File: src/rtl/tdc_fine_encoder.sv
// Tapped-delay-line TDC fine encoder: re-samples the raw tap vector, converts
// the edge position to a bubble-tolerant fine code and queues timestamps.
//
// Ports:
//   CLK, RST          clock and synchronous active-high reset
//   taps              raw carry-chain tap vector, asynchronous to CLK
//   out_valid/ready   FWFT timestamp queue handshake
//   out_pol           taps[0] value of the sample that produced the entry
//   out_coarse        coarse count at the tap-sample cycle
//   out_fine          fine code 0..NTAPS-2
//   ovf, drop_cnt     sticky overflow flag and saturating dropped-event count
//   ovf_clr           clears ovf and drop_cnt
module tdc_fine_encoder #(
    parameter int NTAPS      = 101,
    parameter int FINE_W     = 7,
    parameter int COARSE_W   = 16,
    parameter int FIFO_DEPTH = 4
) (
    input  logic                CLK,
    input  logic                RST,
    input  logic [NTAPS-1:0]    taps,
    output logic                out_valid,
    input  logic                out_ready,
    output logic                out_pol,
    output logic [COARSE_W-1:0] out_coarse,
    output logic [FINE_W-1:0]   out_fine,
    output logic                ovf,
    input  logic                ovf_clr,
    output logic [7:0]          drop_cnt
);

    // Match count spans 1..NTAPS, which can need one bit more than the code.
    localparam int CNT_W = $clog2(NTAPS + 1);
    localparam int PTR_W = $clog2(FIFO_DEPTH);

    typedef struct packed {
        logic                pol;
        logic [COARSE_W-1:0] coarse;
        logic [FINE_W-1:0]   fine;
    } ts_t;

    // Free-running coarse counter
    logic [COARSE_W-1:0] coarse_q, coarse_d;

    // Two-flop re-sampling of the taps with the coarse value tagged along
    logic [NTAPS-1:0]    s1_q, s1_d;
    logic [NTAPS-1:0]    s2_q, s2_d;
    logic [COARSE_W-1:0] c1_q, c1_d;
    logic [COARSE_W-1:0] c2_q, c2_d;

    // Encoded stage
    logic                pol3_q, pol3_d;
    logic [FINE_W-1:0]   fine3_q, fine3_d;
    logic                edge3_q, edge3_d;
    logic [COARSE_W-1:0] c3_q, c3_d;

    // Edge-entry detection
    logic                edge_prev_q, edge_prev_d;

    // Timestamp queue
    ts_t                 mem_q [FIFO_DEPTH];
    ts_t                 mem_d [FIFO_DEPTH];
    logic [PTR_W:0]      wr_ptr_q, wr_ptr_d;
    logic [PTR_W:0]      rd_ptr_q, rd_ptr_d;
    ts_t                 hold_q, hold_d;

    // Overflow bookkeeping
    logic                ovf_q, ovf_d;
    logic [7:0]          drop_cnt_q, drop_cnt_d;

    // Combinational helpers
    logic [NTAPS-1:0]    match;
    logic [CNT_W-1:0]    match_cnt;
    logic                fifo_empty;
    logic                fifo_full;
    logic                ev;
    logic                pop;
    logic                push;
    logic                drop;
    logic [7:0]          drop_base;
    ts_t                 head;
    ts_t                 new_ts;
    ts_t                 out_ts;

    // ---------------------------------------------------------------
    // Coarse counter and sampling stages
    // ---------------------------------------------------------------
    always_comb begin
        coarse_d = coarse_q + COARSE_W'(1);
        s1_d     = taps;
        c1_d     = coarse_q;
        s2_d     = s1_q;
        c2_d     = c1_q;
    end

    // ---------------------------------------------------------------
    // Fine encoding. Counting the taps that agree with tap 0 is
    // insensitive to where a bubble sits, unlike a first-transition
    // search. A count of NTAPS means the line is uniform: no edge.
    // ---------------------------------------------------------------
    always_comb begin
        match     = ~(s2_q ^ {NTAPS{s2_q[0]}});
        match_cnt = '0;
        for (int i = 0; i < NTAPS; i++) begin
            match_cnt = match_cnt + CNT_W'(match[i]);
        end
        pol3_d  = s2_q[0];
        fine3_d = FINE_W'(match_cnt - CNT_W'(1));
        edge3_d = (match_cnt != CNT_W'(NTAPS));
        c3_d    = c2_q;
    end

    // ---------------------------------------------------------------
    // Event detection: only the first cycle of a run of edge samples
    // produces a timestamp.
    // ---------------------------------------------------------------
    always_comb begin
        ev          = edge3_q & ~edge_prev_q;
        edge_prev_d = edge3_q;
        new_ts      = '{pol: pol3_q, coarse: c3_q, fine: fine3_q};
    end

    // ---------------------------------------------------------------
    // FWFT queue. Pointers carry one wrap bit to tell full from empty.
    // A pop in the same cycle frees a slot, so a full queue still
    // accepts an event while the head is being consumed.
    // ---------------------------------------------------------------
    always_comb begin
        fifo_empty = (wr_ptr_q == rd_ptr_q);
        fifo_full  = (wr_ptr_q[PTR_W] != rd_ptr_q[PTR_W]) &&
                     (wr_ptr_q[PTR_W-1:0] == rd_ptr_q[PTR_W-1:0]);
        head       = mem_q[rd_ptr_q[PTR_W-1:0]];
        pop        = ~fifo_empty & out_ready;
        push       = ev & (~fifo_full | pop);
        drop       = ev & fifo_full & ~pop;

        mem_d    = mem_q;
        wr_ptr_d = wr_ptr_q;
        rd_ptr_d = rd_ptr_q;
        hold_d   = hold_q;

        if (push) begin
            mem_d[wr_ptr_q[PTR_W-1:0]] = new_ts;
            wr_ptr_d = wr_ptr_q + (PTR_W+1)'(1);
        end
        if (pop) begin
            rd_ptr_d = rd_ptr_q + (PTR_W+1)'(1);
            hold_d   = head;
        end
    end

    // ---------------------------------------------------------------
    // Overflow flag and drop counter. A drop in the clear cycle is
    // counted against the freshly cleared value.
    // ---------------------------------------------------------------
    always_comb begin
        drop_base  = ovf_clr ? 8'd0 : drop_cnt_q;
        ovf_d      = ovf_clr ? 1'b0 : ovf_q;
        drop_cnt_d = drop_base;
        if (drop) begin
            ovf_d      = 1'b1;
            drop_cnt_d = (drop_base == 8'hFF) ? 8'hFF : drop_base + 8'd1;
        end
    end

    // ---------------------------------------------------------------
    // State
    // ---------------------------------------------------------------
    always_ff @(posedge CLK) begin
        if (RST) begin
            coarse_q    <= '0;
            s1_q        <= '0;
            s2_q        <= '0;
            c1_q        <= '0;
            c2_q        <= '0;
            pol3_q      <= 1'b0;
            fine3_q     <= '0;
            edge3_q     <= 1'b0;
            c3_q        <= '0;
            edge_prev_q <= 1'b0;
            for (int i = 0; i < FIFO_DEPTH; i++) begin
                mem_q[i] <= '0;
            end
            wr_ptr_q    <= '0;
            rd_ptr_q    <= '0;
            hold_q      <= '0;
            ovf_q       <= 1'b0;
            drop_cnt_q  <= '0;
        end else begin
            coarse_q    <= coarse_d;
            s1_q        <= s1_d;
            s2_q        <= s2_d;
            c1_q        <= c1_d;
            c2_q        <= c2_d;
            pol3_q      <= pol3_d;
            fine3_q     <= fine3_d;
            edge3_q     <= edge3_d;
            c3_q        <= c3_d;
            edge_prev_q <= edge_prev_d;
            mem_q       <= mem_d;
            wr_ptr_q    <= wr_ptr_d;
            rd_ptr_q    <= rd_ptr_d;
            hold_q      <= hold_d;
            ovf_q       <= ovf_d;
            drop_cnt_q  <= drop_cnt_d;
        end
    end

    // ---------------------------------------------------------------
    // Outputs: an empty queue keeps showing the last consumed entry.
    // ---------------------------------------------------------------
    always_comb begin
        out_ts     = fifo_empty ? hold_q : head;
        out_valid  = ~fifo_empty;
        out_pol    = out_ts.pol;
        out_coarse = out_ts.coarse;
        out_fine   = out_ts.fine;
        ovf        = ovf_q;
        drop_cnt   = drop_cnt_q;
    end

endmodule
File: config.mk
export PLATFORM = sky130hd
export DESIGN_NAME = tdc_fine_encoder
export DESIGN_NICKNAME = d
export VERILOG_FILES = /design/src/rtl/tdc_fine_encoder.sv
export SDC_FILE = /design/constraint.sdc
export NUM_CORES = 1
export LEC_CHECK = 0
export BUFFER_PORTS_ARGS = -buffer_cell sky130_fd_sc_hd__buf_2
export CAP_MARGIN = 20
export CORE_ASPECT_RATIO = 1.1
export CORE_MARGIN = 2
export CORE_UTILIZATION = 25
export DETAILED_ROUTE_END_ITERATION = 6
export GPL_ROUTABILITY_DRIVEN = 0
export PLACE_DENSITY = 0.4
export SLEW_MARGIN = 40
export SYNTH_ARGS = -nofsm -noshare
export SYNTH_HDL_FRONTEND = slang
export SYNTH_SLANG_ARGS = --single-unit
File: constraint.sdc
create_clock -name CLK -period 23.1 [get_ports CLK]
set_input_delay 1.155 -clock CLK [delete_from_list [all_inputs] [get_ports CLK]]
set_output_delay 1.155 -clock CLK [all_outputs]
set_load 0.005 [all_outputs]
==> run metrics <==
status=finished, final reports clean; mean post-synth cell area=11.1 sq um; first-pass GRT wire length=57.8 mm; Tightest Hold Check Type=flip-flop to flip-flop; min setup slack post-route=14.44 ns; drt pass-1 iters=4; Syn Nets=1,761; diode count=0; total area of sequential cells=8230 sq um; hold_sp=s1_q[53]; final hold violations=0; fin. max-slew vios=0; initial antenna violation count=0; vias in the first global route=10,800; area of the core=67,700 sq um; Primary FF master, synth=dfxtp_1; vias post-DR=10,200; pre-CTS setup slack=14.09 ns; postcts setup bufs=0; Startpoint Class=flip-flop; CP required=23.57 ns; clock slew at reported path FFs=0.06 ns; drt total wl=35.6 mm; full die area=70,500 sq um; worst reg2reg startpoint=s2_q[0]; max_slew headroom=50.2%; Post-Synthesis Cells=1,540; largest net degree at the start of global routing=139; multi-input logic area=8150 sq um; Synth cell types=56; clk_lat worst skew=0.58 ns; maximum capacitance violations=0; Post-route DRC=0; leading post-synthesis cells by cell area=dfxtp_1 (48%), fa_1 (10%), nor2b_1 (9.5%); Synth Register Bits=411; io pins=139; nets=1,879; clock sinks=411; Num CTS Buffers=47; Worst Clk Skew=0.0209 ns; RSZ-0062 raised after global routing=no; synthesized area=17,100 sq um; post-route cell area=20,300 sq um; Placed Area=18,700 sq um; Syn. warnings=0; Via-to-Cell Ratio=3.89; post-CTS resize count=0; register area share after synthesis=48.1%; Final Cycle Share=37.5%; Synth top area share=48.1%; Post-CTS Hold Buffers=0; die height=278 um; HPWL after DPL=24.7 mm; FMAX=115 MHz; Rows=100; Setup Viol. Count Final=0; grt ovf=0; fraction of registers with async set/reset=0%; crit path from=s2_q[0]; IO Port Bufs=138; Post-synth top cells=dfxtp_1 (411), nor2b_1 (259), nor2_1 (128), inv_1 (99), mux2i_1 (96); FILL cells=7,038; WL/cell=13.6 um; Die Wd=253 um; 1st-iter DRT viols=308; Least-Margin Pin Slew=0.748 ns; most common cell in the netlist=dfxtp_1; initial core utilization=25.3%; critical path class=flip-flop to flip-flop; number of synthesized flops with an enable pin=0; P&R area growth vs syn=18.8%; H-tree depth=2; Clock Tree Root=clkbuf_16; setup tns final=0 ns; Crit Path Max Fanout=55; CTS tree=done; gr usage total=10.3%; Critical Path AT=9.13 ns; DRT antenna net count=0; crit end category=flip-flop; min Tclk post-route=8.66 ns; fraction of layout cells with a size suffix above 1=16.9%; largest area contributor in the netlist=dfxtp_1; Max Buffers Root-to-Sink=3
cell type report:
class | count | share of cell area [%]
flip-flops and latches | 411 | 40.5
multi-input cells | 953 | 40.1
clock buffers | 65 | 6.68
well taps | 918 | 5.66
repair buffers | 146 | 3.96
inverters | 99 | 1.83
clock inverters | 23 | 1.24
kinds of logic after synthesis:
group                      after synthesis  synth area share (%)
xor gates and xnor gates               125                  6.49
AOI/OAI and AO/OA                       68                  2.63
and+or+nand+nor                        499                  15.5
adders and majority gates              116                  12.4
muxes                                  145                  10.5
DFF                                    411                  48.1
buffers and inverters                  176                  4.39
flip-flops by register name, indices dropped and copies added (netlist names), 3 cells and up:
register	count
s1_q	101
s2_q	101
mem_q	96
hold_q	24
c1_d	16
c1_q	16
c2_q	16
c3_q	16
drop_cnt	8
fine3_q	7
rd_ptr_q	3
wr_ptr_q	3
critical path: stages, from the launching register on:
cell	delay [ns]
dfxtp_4	0.83
buf_6	0.56
xor2_1	0.24
fa_1	0.47
fa_1	0.54
inv_1	0.05
fa_1	0.53
inv_1	0.06
fa_1	0.49
inv_1	0.06
fa_1	0.50
inv_1	0.05
fa_1	0.47
fa_1	0.52
fa_1	0.51
fa_1	0.51
fa_1	0.46
fa_1	0.41
xor2_1	0.35
nand3b_1	0.11
mux2_2	0.29
or2_1	0.23
o31ai_1	0.21
through the flow:
step	instances	hold WS, ns	util [%]
after floorplan	1540	0.414	-
after global placement	2525	0.419	27.5
after detailed placement	2526	0.423	27.6
after CTS	2614	0.438	30.0
after global routing	2615	0.446	30.0
final	2615	0.435	30.0
layout by cell type (no fill, tap or decap), drive strengths merged, types with 6 or more instances in the layout:
master  count
a21oi      36
buf       146
clkbuf     65
clkinv     12
dfxtp     411
fa         88
ha         28
inv       101
mux2       25
mux2i      96
mux4       24
nand2      65
nand2b      6
nand3      12
nor2      129
nor2b     259
nor3        6
o21ai       6
xnor2      56
xor2       69
worst paths after layout:
path	end	depth (start not counted)	slack, ns
setup / recovery	fine3_q[6]	22	14.44
hold / removal	s2_q[53]	1	0.43
setup reg to reg	fine3_q[6]	22	14.44
hold reg to reg	s2_q[53]	1	0.43
layer usage:
metal  track usage, %  wire, um  part of all wire, %
met1             12.3     15500                   44
met2             18.4     17900                   50
met3             1.96      1320                  3.7
met4             3.38       830                  2.3
met5                0         0                    0
Power is left out: the tool's default activity adds up to more than one toggle a clock period on the data nets, which glitch-free logic cannot reach.
